**config.mk**
```make
export PLATFORM = sky130hd
export DESIGN_NAME = depq_scan
export DESIGN_NICKNAME = d
export VERILOG_FILES = /design/src/rtl/depq_scan.sv
export SDC_FILE = /design/constraint.sdc
export NUM_CORES = 1
export LEC_CHECK = 0
export CORE_ASPECT_RATIO = 0.5
export CORE_MARGIN = 2
export CORE_UTILIZATION = 60
export DETAILED_ROUTE_END_ITERATION = 6
export PLACE_DENSITY = 0.88
export SLEW_MARGIN = 20
export SYNTH_ARGS = -nofsm -noshare
export SYNTH_HDL_FRONTEND = slang
export SYNTH_SLANG_ARGS = --single-unit
```
**constraint.sdc**
```tcl
create_clock -name clk_in -period 10.55 [get_ports clk_in]
set_clock_uncertainty 0.05 [all_clocks]
set_input_delay 2.11 -clock clk_in [delete_from_list [all_inputs] [get_ports clk_in]]
set_output_delay 2.11 -clock clk_in [all_outputs]
set_load 0.01 [all_outputs]
```
**src/rtl/depq_scan.sv**
```systemverilog
// Double-ended priority queue: dequeue the minimum or the maximum tag.
// After each dequeue the min/max pointers are rebuilt by a serial scan, one slot per cycle.
module depq_scan #(
    parameter int DATA_WIDTH = 32,
    parameter int TAG_WIDTH  = 32,
    parameter int DEPTH      = 8
) (
    input  logic                      clk_in,
    input  logic                      rst_in,
    input  logic                      flush_in,
    input  logic                      enq_valid_in,
    output logic                      enq_ready_out,
    input  logic [DATA_WIDTH-1:0]     enq_data_in,
    input  logic [TAG_WIDTH-1:0]      enq_tag_in,
    input  logic                      deq_valid_in,
    input  logic                      deq_max_in,
    output logic                      deq_ready_out,
    output logic                      valid_out,
    output logic [DATA_WIDTH-1:0]     data_out,
    output logic [TAG_WIDTH-1:0]      tag_out,
    output logic [TAG_WIDTH-1:0]      min_tag_out,
    output logic [TAG_WIDTH-1:0]      max_tag_out,
    output logic [$clog2(DEPTH):0]    size_out,
    output logic                      empty_out,
    output logic                      full_out,
    output logic                      busy_out
);

    localparam int PW = $clog2(DEPTH);
    localparam int SW = PW + 1;

    typedef enum logic {IDLE, SCAN} state_t;

    state_t                state_q, state_d;
    logic [DEPTH-1:0]      vld_q, vld_d;
    logic [SW-1:0]         size_q, size_d;
    logic [PW-1:0]         min_ptr_q, min_ptr_d;
    logic [PW-1:0]         max_ptr_q, max_ptr_d;
    logic [PW-1:0]         scan_idx_q, scan_idx_d;
    logic                  scan_found_q, scan_found_d;
    logic                  valid_out_q, valid_out_d;
    logic [DATA_WIDTH-1:0] data_out_q, data_out_d;
    logic [TAG_WIDTH-1:0]  tag_out_q, tag_out_d;

    logic [TAG_WIDTH-1:0]  tag_mem  [DEPTH];
    logic [DATA_WIDTH-1:0] data_mem [DEPTH];

    logic          enq_fire;
    logic          deq_fire;
    logic [PW-1:0] free_idx;
    logic [PW-1:0] deq_idx;

    assign empty_out     = (size_q == '0);
    assign full_out      = (size_q == SW'(DEPTH));
    assign enq_ready_out = (state_q == IDLE) && !full_out && !flush_in;
    assign deq_ready_out = (state_q == IDLE) && !empty_out && !flush_in;
    assign enq_fire      = enq_valid_in && enq_ready_out;
    assign deq_fire      = deq_valid_in && deq_ready_out;
    assign deq_idx       = deq_max_in ? max_ptr_q : min_ptr_q;

    assign valid_out   = valid_out_q;
    assign data_out    = data_out_q;
    assign tag_out     = tag_out_q;
    assign size_out    = size_q;
    assign busy_out    = (state_q == SCAN);
    assign min_tag_out = empty_out ? '0 : tag_mem[min_ptr_q];
    assign max_tag_out = empty_out ? '0 : tag_mem[max_ptr_q];

    // Lowest-index free slot; only meaningful when not full.
    always_comb begin
        free_idx = '0;
        for (int i = DEPTH - 1; i >= 0; i--) begin
            if (!vld_q[i]) free_idx = PW'(i);
        end
    end

    always_comb begin
        // NOTE: every _d defaults to its _q first so no path leaves a variable unassigned (no latches).
        state_d      = state_q;
        vld_d        = vld_q;
        size_d       = size_q;
        min_ptr_d    = min_ptr_q;
        max_ptr_d    = max_ptr_q;
        scan_idx_d   = scan_idx_q;
        scan_found_d = scan_found_q;
        valid_out_d  = 1'b0;
        data_out_d   = data_out_q;
        tag_out_d    = tag_out_q;

        if (flush_in) begin
            state_d = IDLE;
            vld_d   = '0;
            size_d  = '0;
        end else if (state_q == IDLE) begin
            if (enq_fire) vld_d[free_idx] = 1'b1;
            if (deq_fire) begin
                vld_d[deq_idx] = 1'b0;
                data_out_d     = data_mem[deq_idx];
                tag_out_d      = tag_mem[deq_idx];
                valid_out_d    = 1'b1;
            end

            if (enq_fire && !deq_fire) begin
                size_d = size_q + SW'(1);
                if (empty_out) begin
                    min_ptr_d = free_idx;
                    max_ptr_d = free_idx;
                end else begin
                    if (enq_tag_in < tag_mem[min_ptr_q]) min_ptr_d = free_idx;
                    if (enq_tag_in > tag_mem[max_ptr_q]) max_ptr_d = free_idx;
                end
            end else if (deq_fire) begin
                // A simultaneous enqueue keeps size; either way a non-empty result triggers a rescan.
                if (!enq_fire) size_d = size_q - SW'(1);
                if (enq_fire || size_q != SW'(1)) begin
                    state_d      = SCAN;
                    scan_idx_d   = '0;
                    scan_found_d = 1'b0;
                end
            end
        end else begin
            if (vld_q[scan_idx_q]) begin
                if (!scan_found_q || tag_mem[scan_idx_q] < tag_mem[min_ptr_q]) min_ptr_d = scan_idx_q;
                if (!scan_found_q || tag_mem[scan_idx_q] > tag_mem[max_ptr_q]) max_ptr_d = scan_idx_q;
                scan_found_d = 1'b1;
            end
            if (scan_idx_q == PW'(DEPTH - 1)) state_d = IDLE;
            else                              scan_idx_d = scan_idx_q + PW'(1);
        end
    end

    // NOTE: sequential state uses non-blocking assignments so every flop samples pre-edge values.
    always_ff @(posedge clk_in or negedge rst_in) begin
        if (!rst_in) begin
            state_q      <= IDLE;
            vld_q        <= '0;
            size_q       <= '0;
            min_ptr_q    <= '0;
            max_ptr_q    <= '0;
            scan_idx_q   <= '0;
            scan_found_q <= 1'b0;
            valid_out_q  <= 1'b0;
            data_out_q   <= '0;
            tag_out_q    <= '0;
        end else begin
            state_q      <= state_d;
            vld_q        <= vld_d;
            size_q       <= size_d;
            min_ptr_q    <= min_ptr_d;
            max_ptr_q    <= max_ptr_d;
            scan_idx_q   <= scan_idx_d;
            scan_found_q <= scan_found_d;
            valid_out_q  <= valid_out_d;
            data_out_q   <= data_out_d;
            tag_out_q    <= tag_out_d;
        end
    end

    // NOTE: slot payload/tag storage is not reset; the valid bits alone decide what is live.
    always_ff @(posedge clk_in) begin
        if (enq_fire) begin
            tag_mem[free_idx]  <= enq_tag_in;
            data_mem[free_idx] <= enq_data_in;
        end
    end

endmodule

```
# After elaboration in Yosys (flattened, before gate mapping)
# Memories as Yosys holds them, arrays and structs flattened. A register that Yosys moved wholly into a read port is not among the register bits.
# Cells that the tools add are included.
[totals]
regBits = 24
ramBits = 512
input_bits = 70
out_inout_bits = 138
word_cells = 130
n_memories = 2
[op_classes]
add_sub_neg = 3
magnitude_cmp = 9
eq_ne = 10
mux = 61
bitwise = 5
reduce_logical = 32
[memory_table]
columns = ["memory", "depth", "word_bits", "rd", "rd_ports_with_merged_regs", "write_ports", "line", "rtl"]
rows = [
  ["data_mem", 8, 32, 1, 1, 1, "46", "logic [DATA_WIDTH-1:0] data_mem [DEPTH];"],
  ["tag_mem", 8, 32, 4, 1, 1, "45", "logic [TAG_WIDTH-1:0] tag_mem [DEPTH];"],
]
[ops]
columns = ["operator", "n"]
rows = [
  ["two-way mux 3 bit", 26],
  ["greater-than comparator 32 bit", 2],
  ["less-than comparator 32 bit", 2],
  ["two-way mux 32 bit", 2],
  ["two-way mux 8 bit", 6],
  ["two-way mux 4 bit", 5],
  ["AND reduction 5 bit", 4],
  ["two-way mux 1 bit", 19],
  ["less-than comparator 3 x 4 -> 1 bit (second input constant)", 3],
  ["logical AND 1 bit", 9],
  ["nonzero test 3 bit", 3],
  ["bitwise AND 8 bit", 1],
  ["NOT 8 bit", 1],
  ["OR 8 bit", 1],
  ["zero test 1 bit", 7],
  ["demux 1 bit (select 3 bit)", 2],
  [">= comparator 3 x 1 -> 1 bit (second input constant)", 2],
  ["!= test 2 x 1 -> 1 bit (second input constant)", 3],
  ["!= test 2 bit (second input constant)", 3],
  ["AND reduction 3 bit", 2],
  ["nonzero test 2 bit", 3],
  ["adder 4 x 1 -> 4 bit (second input constant)", 1],
  ["equality test 4 bit (second input constant)", 1],
  ["zero test 4 bit", 1],
  ["other kinds (8)", 11],
]

# Logic depth before layout (Yosys ltp)
# Gate-level depths: netlist of the first run.
[logic_depth]
word_depth = 20
ltp_mapped = 13
ltp_nobuf = 10

# Worst setup path before layout of the first run
# No wires, ideal clock.
[synth_timing]
kind = "input to register"
startpoint = "in flush_in"
endpoint = "mem data_mem[3][0], enable pin"
setup_ns = 0.645
arrival_time_ns = 8.787
required_time_ns = 9.855
path_slack_ns = 1.068
cell_stages = 4
n_path_buf = 1
path_cell_list = "buf_2 > nor2_1 > nand3_2 > nor4_1"
[synth_via]
elab_chain_len = 5
[synth_lines]
columns = ["item", "line", "rtl"]
rows = [
  ["from (decl)", "10", "input logic flush_in,"],
  ["zero test 1 bit", "55", "assign enq_ready_out = (state_q == IDLE) && !full_out && !flush_in;"],
  ["logical AND 1 bit", "55", ""],
  ["logical AND 1 bit", "57", "assign enq_fire = enq_valid_in && enq_ready_out;"],
  ["two-way mux 1 bit", "161", "if (enq_fire) begin"],
  ["two-way mux 1 bit (not written as such)", "163", "data_mem[free_idx] <= enq_data_in;"],
  ["to (decl)", "46", ""],
]
# Every way passes these cells.

# Worst setup path in the final report of the first run
[layout_timing]
startpoint = "reg min_ptr_q[0]"
endpoint = "out min_tag_out[9]"
[layout_via]
elab_chain_len = 2
[layout_lines]
columns = ["item", "line", "rtl"]
rows = [
  ["from (decl)", "37", "logic [PW-1:0] min_ptr_q, min_ptr_d;"],
  ["from (signal assigned)", "149", "min_ptr_q <= min_ptr_d;"],
  ["memory read (8 x 32 bit)", "n/a", ""],
  ["two-way mux 32 bit", "66", "assign min_tag_out = empty_out ? '0 : tag_mem[min_ptr_q];"],
  ["to (decl)", "21", "output logic [TAG_WIDTH-1:0] min_tag_out,"],
]
# Every way passes these cells.

==> flow_summary.json, run 1 <==
{
  "switching_share_pct": 35.21,
  "cp-start-kind": "flip-flop",
  "r2r_start": "scan_idx_q[0]",
  "cts_buffer_depth": 3,
  "rsz0062_at_grt": "no",
  "cp.arrival_ps": 4020,
  "drive_above_1_share_pct": 13.73,
  "clk-insertion-delay-late_ps": 630,
  "critPathKind": "flip-flop to output port",
  "clockRootBuffer": "clkbuf_16",
  "die_w_um": 330.7,
  "seq_power_share_pct": 35.4,
  "clockPowerShare_pct": 24.2,
  "viasPerCell": 7.193,
  "fin_setup_tns_ps": 0,
  "ys_ff_latch": 600,
  "cts.sinks": 600,
  "netlist_instances": 2559,
  "synthTopCellsByArea": "edfxtp_1 (48%), mux4_2 (14%), nand2_1 (7.2%)",
  "hpwl_um": 54010,
  "ioPinCount": 208,
  "avgRoutedWirePerCell_um": 27.50,
  "finalSetupViolCount": 0,
  "post-cts-setup-buffers": 0,
  "cts_tree": "built",
  "cts_resized": 0,
  "worstSetupEndpointType": "output port",
  "comb_power_share_pct": 40.4,
  "seqCellArea_sq_um": 17600,
  "start_util_pct": 61.19,
  "grt_pass1_wl_um": 142800,
  "yosys_warnings": 0,
  "stdcell_count": 3421,
  "fin_crit_sh_pct": 58.56,
  "multi_input_area_sq_um": 13780,
  "ant_nets": 0,
  "chipHeight_um": 167.4,
  "violations": "DRC",
  "drt_pass1_iterations": 7,
  "maxSlewHeadroom_pct": 22.33,
  "synth_edf_count": 512,
  "tightest_slew_ps": 1165,
  "min_period_ps": 6178,
  "final_cell_area_sq_um": 36520,
  "wl_um": 94090,
  "area.growth.synth_to_final_pct": 14.02,
  "route.vias.total": 24610,
  "r2r_end": "max_ptr_q[0]",
  "die_area_sq_um": 55360,
  "gr-total-overflow": 0,
  "syn_avg_cell_area_sq_um": 12.52,
  "grt_antenna_before_repair": 4,
  "synthArstFlopShare_pct": 14.67,
  "maxSlewViolCount": 0,
  "switchingPower_mw": 2.999,
  "place_inst": 3318,
  "synth_area_leader_cell": "edfxtp_1",
  "drv_cap": 0,
  "grt.total_usage_pct": 33.89,
  "ys.flop_type": "edfxtp_1",
  "p_leak_nw": 12.70,
  "power_density_nw_per_um2": 233.2,
  "ff2ff_path_depth": 11,
  "synth_nets": 2760,
  "internal-power_mw": 5.518,
  "drc": 4,
  "syn_area_sq_um": 32030,
  "crit_path_max_fanout": 35,
  "drt_first_iter_violations": 4663,
  "crit_required_ps": 8390,
  "portBuffers": 207,
  "fill_cells": 3121,
  "yosysTopAreaCellShare_pct": 48.01,
  "rows": 59,
  "power.total_mw": 8.517,
  "finalHoldViolCount": 0,
  "ys_types": 61,
  "grt_max_degree": 180,
  "whs_ps": 428.8,
  "place.gp.congestion": 0.9472,
  "crit_path_start": "min_ptr_q[0]",
  "fin_nets": 2873,
  "place_area_sq_um": 34650,
  "htree_levels": 2,
  "reg2reg_slack_ps": 4940,
  "numCtsBuffers": 52,
  "clkTransAtPathRegs_ps": 60,
  "cts_hold_buf": 0,
  "fmax_mhz": 161.9,
  "worst_hold_path_type": "flip-flop to flip-flop",
  "status": "finished with violations",
  "core_sq_um": 52340,
  "seq_area_frac_synth_pct": 54.88,
  "grt_pass1_vias": 24670,
  "crit_end": "min_tag_out[9]",
  "ir_drop_mv": 0.1967
}
[how the worst min path moves through the flow]
stage,startpoint,end,slack (ps),depth (start not counted)
after floorplan,vld_q[7],vld_q[7],450,1
after global placement,tag_out[3],tag_out[3],410,2
after detailed placement,tag_out[5],tag_out[5],420,2
after CTS,tag_out[5],tag_out[5],430,2
after global routing,tag_out[6],tag_out[6],460,2
final,tag_out[6],tag_out[6],430,2
[flip-flops by register name, summed over array words and instances (netlist names)]
signal,count
busy_out,1
data_mem,256
data_out,32
max_ptr_q,3
min_ptr_q,3
scan_found_q,1
scan_idx_q,3
size_out,4
tag_mem,256
tag_out,32
valid_out,1
vld_q,8
[Yosys cell counts (4+ instances only)]
cell / number
a311oi_1: 67
mux4_2: 192
mux2_2: 37
nor3_1: 10
o21a_1: 6
mux2i_1: 66
buf_1: 20
nand3_1: 139
a21o_1: 18
o21ai_0: 91
ha_1: 131
inv_1: 14
a21oi_1: 44
buf_2: 40
o211ai_1: 6
nor2_1: 94
nand4_1: 22
and3_1: 67
a211oi_1: 8
clkbuf_1: 122
dfrtp_1: 88
a221oi_1: 5
nand2b_1: 5
edfxtp_1: 512
a2111oi_0: 5
nor4_1: 10
a31oi_1: 69
nand2_1: 618
and2_1: 4
[per-stage QoR]
stage | setup WS [ps] | utilization, %
floorplan | 1068 | -
global placement | 4705 | 66.20
finish | 4372 | 69.77
detailed placement | 4635 | 66.20
CTS | 4361 | 69.69
global route | 4222 | 69.77
[layout make-up]
cell class / count / area share [%]
antenna: 4 / 0.02741
inverter: 15 / 0.1610
multi-input combinational: 1761 / 37.73
timing repair buffer: 242 / 6.496
clock inverter: 29 / 1.148
tap: 701 / 2.402
clock buffer: 69 / 3.848
sequential: 600 / 48.18
[power groups by stage]
stage	clock [mW]	sequential, mW	combinational, mW
floorplan	0	2.96	2.04
global placement	0	3.05	3.18
detailed placement	0	3.06	3.31
CTS	2.06	3.01	3.36
global route	2.15	3.03	3.65
finish	2.06	3.01	3.44
[critical path: stages (launching register included)]
cell and delay, ps:
dfrtp_4 890, buf_4 750, mux4_2 600, mux2i_1 540, nor2_1 90, clkdlybuf4s50_1 520
[metal layers]
layer / GRT usage, % / vias to the layer above / part of all wire [%]
li1: - / 10060 / -
met1: 43.50 / 11880 / 33
met2: 54.59 / 2214 / 48
met3: 6.942 / 457 / 13
met4: 18.71 / 0 / 5.5
met5: 0 / - / 0
[logic make-up (layout without fill, tap and decap cells)]
| kind of cell | Yosys count | in the layout | synth area share (%) |
|---|---|---|---|
| compound gates | 343 | 343 | 7.079 |
| mux | 301 | 301 | 17.18 |
| other cells | 0 | 4 | 0 |
| simple gates | 985 | 985 | 13.23 |
| flops | 600 | 600 | 54.88 |
| buf+inv | 198 | 355 | 2.489 |
| fa+ha+maj | 131 | 131 | 5.118 |
| xor+xnor | 1 | 1 | 0.02735 |
[placed cells by master, fill, tap and decap left out, types with 4 or more instances in the layout]
| master | count |
|---|---|
| a221oi_1 | 5 |
| dfrtp_1 | 79 |
| and3_1 | 66 |
| o21ai_0 | 91 |
| inv_1 | 13 |
| a31oi_1 | 69 |
| buf_4 | 32 |
| a21o_1 | 18 |
| nand2b_1 | 5 |
| a21oi_1 | 41 |
| ha_1 | 131 |
| nand3_1 | 139 |
| a2111oi_0 | 5 |
| clkbuf_16 | 52 |
| mux2_2 | 35 |
| o211ai_1 | 6 |
| mux2i_1 | 64 |
| a211oi_1 | 8 |
| nor4_1 | 9 |
| mux4_2 | 192 |
| diode_2 | 4 |
| nand4_1 | 22 |
| clkbuf_8 | 4 |
| clkbuf_1 | 13 |
| o21a_1 | 6 |
| clkdlybuf4s50_1 | 206 |
| clkinv_2 | 9 |
| nor2_1 | 93 |
| clkinv_1 | 7 |
| nor3_1 | 9 |
| nand2_1 | 618 |
| a311oi_1 | 67 |
| dfrtp_2 | 6 |
| bufinv_16 | 9 |
| edfxtp_1 | 512 |
No activity file was read; power rests on OpenSTA's default activity.
==> run 2, diff against run 1 <==
- CORE_UTILIZATION: 60 -> 54
- PLACE_DENSITY: 0.88 -> 0.84
- clock period: 10.55 -> 5.1 ns (I/O delays scaled with it)
==> run 2 against run 1 <==
Highest routed layer is now met5. Largest power group unchanged. Critical path depth rose by 5. Power increased by 110%. Hold slack worse by 1.2 ps. Flip-flop and latch count is the same. Largest cell class unchanged. The run now ends clean.
==> flow_summary.json, run 2 (synthesized netlist as in run 1, its figures left out) <==
{
  "p_leak_nw": 12.97,
  "post-cts-setup-buffers": 0,
  "viasPerCell": 6.868,
  "grt_pass1_vias": 24230,
  "clockRootBuffer": "clkbuf_16",
  "cts_hold_buf": 0,
  "fin_crit_sh_pct": 93.53,
  "mostFrequentLayoutCell": "nand2_1",
  "final_cell_area_sq_um": 37190,
  "crit_required_ps": 5550,
  "drc": 0,
  "cpMostUsedCell": "o21ai_0",
  "finalHoldViolCount": 0,
  "finalSetupViolCount": 0,
  "cts_tree": "built",
  "hpwl_um": 55520,
  "stdcell_count": 3532,
  "clk-insertion-delay-late_ps": 630,
  "start_util_pct": 54.32,
  "place_area_sq_um": 35170,
  "chipHeight_um": 176.2,
  "cts_resized": 0,
  "tightest_slew_ps": 1109,
  "critPathKind": "flip-flop to flip-flop",
  "drv_cap": 0,
  "route.vias.total": 24260,
  "worstSetupEndpointType": "flip-flop",
  "fin_setup_tns_ps": 0,
  "ant_nets": 0,
  "grt_max_degree": 134,
  "crit_path_start": "max_ptr_q[0]",
  "grt_antenna_before_repair": 5,
  "slowest_stage": "dfrtp_4",
  "maxSlewViolCount": 0,
  "drive_above_1_share_pct": 14.85,
  "seqCellArea_sq_um": 17600,
  "drt_pass1_iterations": 6,
  "fill_cells": 4018,
  "htree_levels": 2,
  "status": "finished clean",
  "cp.arrival_ps": 5220,
  "cts_buffer_depth": 3,
  "layout_common_cells": "nand2_1 (618), edfxtp_1 (512), clkdlybuf4s50_1 (206)",
  "avgRoutedWirePerCell_um": 25.93,
  "multi_input_area_sq_um": 13790,
  "ir_drop_mv": 0.3191,
  "die_w_um": 348.4,
  "power.total_mw": 17.91,
  "maxSlewHeadroom_pct": 26.07,
  "hold_start": "tag_out[8]",
  "area.growth.synth_to_final_pct": 16.13,
  "cts.sinks": 600,
  "grt.total_usage_pct": 29.34,
  "core_sq_um": 58960,
  "place_inst": 3424,
  "max_stage_delay_ps": 1010,
  "worst_hold_path_type": "flip-flop to flip-flop",
  "min_period_ps": 4770,
  "fin_ws_ps": 329.8,
  "place.gp.congestion": 0.9365,
  "post-place-ws_ps": 541.8,
  "wl_um": 91600,
  "crit_path_max_fanout": 40,
  "worstPathCellList": "mux4_2, mux2i_1, ha_1, a21oi_1, o21ai_0, a221oi_1, o21ai_0, nor4_1, o21ai_1, mux2_2",
  "power_density_nw_per_um2": 481.6,
  "clkTransAtPathRegs_ps": 70,
  "gr-total-overflow": 0,
  "rsz0062_at_grt": "no",
  "die_area_sq_um": 61390,
  "drt_first_iter_violations": 3664,
  "top_regs": "data_mem x256, tag_mem x256",
  "rows": 63,
  "grt_pass1_wl_um": 138600,
  "cp-start-kind": "flip-flop",
  "numCtsBuffers": 55,
  "ioPinCount": 208,
  "portBuffers": 207,
  "fmax_mhz": 209.6,
  "fin_nets": 2902,
  "r2r_start": "max_ptr_q[0]"
}
-- run 2: layout make-up --
cell class                 instances  share of cell area, %
clock inverter                    37                  1.470
multi-input combinational       1761                  37.07
antenna                            4                0.02691
inverter                          15                 0.1581
clock buffer                      67                  3.929
tap                              780                  2.624
timing repair buffer             268                  7.401
sequential                       600                  47.32
-- run 2: worst max-delay path: cells and delay by family (launching register included) --
kind | cells | cell delay, ps
AO/OA/AOI/OAI | 5 | 1570
adder cells (fa/ha/maj) | 1 | 350
flip-flops | 1 | 1010
multiplexers | 3 | 1260
AND/OR/NAND/NOR | 1 | 390
-- run 2: where the power goes --
part | switching, mW | leakage (nW) | internal (mW)
Sequential | 0.575 | 5.74 | 5.72
Combinational | 3.69 | 6.26 | 3.35
Clock | 1.92 | 0.968 | 2.67
Total | 6.18 | 13.0 | 11.7
-- run 2: worst paths after layout --
kind,end,slack (ps),cells after the start
setup / recovery,max_ptr_q[0],330,10
hold / removal,tag_out[8],430,2
setup reg to reg,max_ptr_q[0],330,10
hold reg to reg,tag_out[8],430,2
max in group asynchronous,data_out[28],3470,2
min in group asynchronous,data_out[27],480,1
-- run 2: through the flow --
stage / util (%) / hold slack (ps)
2_1_floorplan: - / 447.3
3_3_place_gp: 59.65 / 413.0
3_5_place_dp: 59.65 / 418.8
4_1_cts: 63.06 / 433.5
5_1_grt: 63.08 / 459.1
6_report: 63.08 / 427.6
-- run 2: per-layer routing --
metal,track usage (%),share of wire (%),routed length (um)
met3,6.311,12,11110
met1,37.34,35,32260
met5,0,0.017,16
met2,48.10,48,43650
met4,14.98,5.0,4569
==> edit, RTL diff (flow settings as in run 2) <==
`data_out_q` no longer has a reset.
--- a/src/rtl/depq_scan.sv
+++ b/src/rtl/depq_scan.sv
@@ -142,3 +142,2 @@
             valid_out_q  <= 1'b0;
-            data_out_q   <= '0;
             tag_out_q    <= '0;
@@ -153,5 +152,8 @@
             valid_out_q  <= valid_out_d;
-            data_out_q   <= data_out_d;
             tag_out_q    <= tag_out_d;
         end
+    end
+
+    always_ff @(posedge clk_in) begin
+        data_out_q <= data_out_d;
     end
Function: changed (Yosys sat finds a counterexample within 4 cycles, from zero or initial values and one cycle with rst_in low; the reset may be asserted at any time).
==> edit against run 2 <==
- non-clock buffer count decreased by 1
- setup slack got worse by 0.0098 ns
- total power decreased by 2.5%
- final area decreased by 1.7%
- sequential cell count unchanged
- area after synthesis decreased by 1.4%
- via count decreased by 7.6%
- sequential share of layout area increased by 1.2 points
- sequential power decreased by 1%
- synthesized cell count decreased by 10%
- cell count decreased by 7.0%
- routed wire length decreased by 3.3%
==> edit: results <==
run_status:
  status: "complete, no violations"
routing:
  drtIter0Drc: 3128
cells_and_area:
  nFillCells: 3852
  nets: 2668
  drive_above_1_share: 0.1751
synthesis:
  syn_area_per_cell_um2: 13.77
  synthTopCellsByArea: "edfxtp_1 (52%), mux4_2 (19%), nand2_1 (5.7%)"
  yosysUniqueCellTypes: 56
  synth_fp_nets: 2494
  synth_common_cells: "edfxtp_1 (544), nand2_1 (480), mux4_2 (260), nand3_1 (169)"
  seq_area_frac_synth: 0.5618
  async_flop_share: 0.09333
worst_setup_path:
  crit_arrival_ns: 3.71
  critPathKind: "flop to output port"
  reg2reg_from: "max_ptr_q[1]$_DFFE_PN0P_"
global_routing:
  grt_pass1_vias: 22500
  grt_pass1_wl_um: 134300
  grt_max_degree: 93
placed_design:
  placed_area_um2: 34760
  pre_cts_ws_ns: 0.7325
  hpwl_um: 52780
  routabilityCongestion: 0.9478
power:
  leakage_nw: 12.39
  power.internal_mw: 11.27
  ir_drop_v: 0.0003257
  p_per_area_nw_per_um2: 477.6
  p_seq_frac: 0.356
timing:
  max_slew.worst_pin.slew_ns: 1.154
-- edit: changes by cell type in the layout (fill, tap and decap cells not counted), sizes merged, moves of 29 or more --
cell    delta
mux2      -29
nor2      +36
and3      -66
dfrtp     -32
mux4      +66
o21ai     -31
edfxtp    +32
nand2    -138
a31oi     -31
a311oi    -67
-- edit: cells by family after synthesis --
kind of cell,synth area share
xor gates and xnor gates,0.0002775
DFF,0.5618
and+or+nand+nor,0.1141
AOI/OAI and AO/OA,0.03971
adders and majority gates,0.05192
buffers and inverters,0.02116
muxes,0.2110
-- edit: layer usage --
layer | wire length (µm) | vias up | GRT usage | share of wire
met1 | 30760 | 11080 | 0.3780 | 0.35
met5 | 26 | - | 0 | 0.00029
li1 | - | 9256 | - | -
met2 | 43100 | 1773 | 0.4774 | 0.49
met4 | 4033 | 4 | 0.1292 | 0.046
met3 | 10630 | 306 | 0.06525 | 0.12
-- edit: worst paths after layout --
kind                                       endpoint  slack (ns)  cells after the start
setup / recovery                    max_tag_out[16]        0.32                      5
hold reg to reg                vld_q[7]$_DFFE_PN0P_        0.49                      1
hold / removal                 vld_q[7]$_DFFE_PN0P_        0.49                      1
max in group asynchronous  min_ptr_q[0]$_DFFE_PN0P_        3.63                      2
min in group asynchronous   tag_out[25]$_DFFE_PN0P_        0.61                      2
setup reg to reg           max_ptr_q[2]$_DFFE_PN0P_        0.51                     11
-- edit: critical path, cell delays in order (launching register included) --
cell	delay [ns]
dfrtp_2	1.05
buf_4	0.45
mux4_2	0.37
mux2i_1	0.59
nor2_1	0.10
clkdlybuf4s50_1	0.51
-- edit: layout make-up --
cell class	instances	area share
sequential	600	0.4855
multi-input combinational	1527	0.3645
timing repair buffer	267	0.07315
clock buffer	71	0.04065
tap	768	0.02628
clock inverter	32	0.008074
inverter	16	0.001711
antenna	2	0.0001369
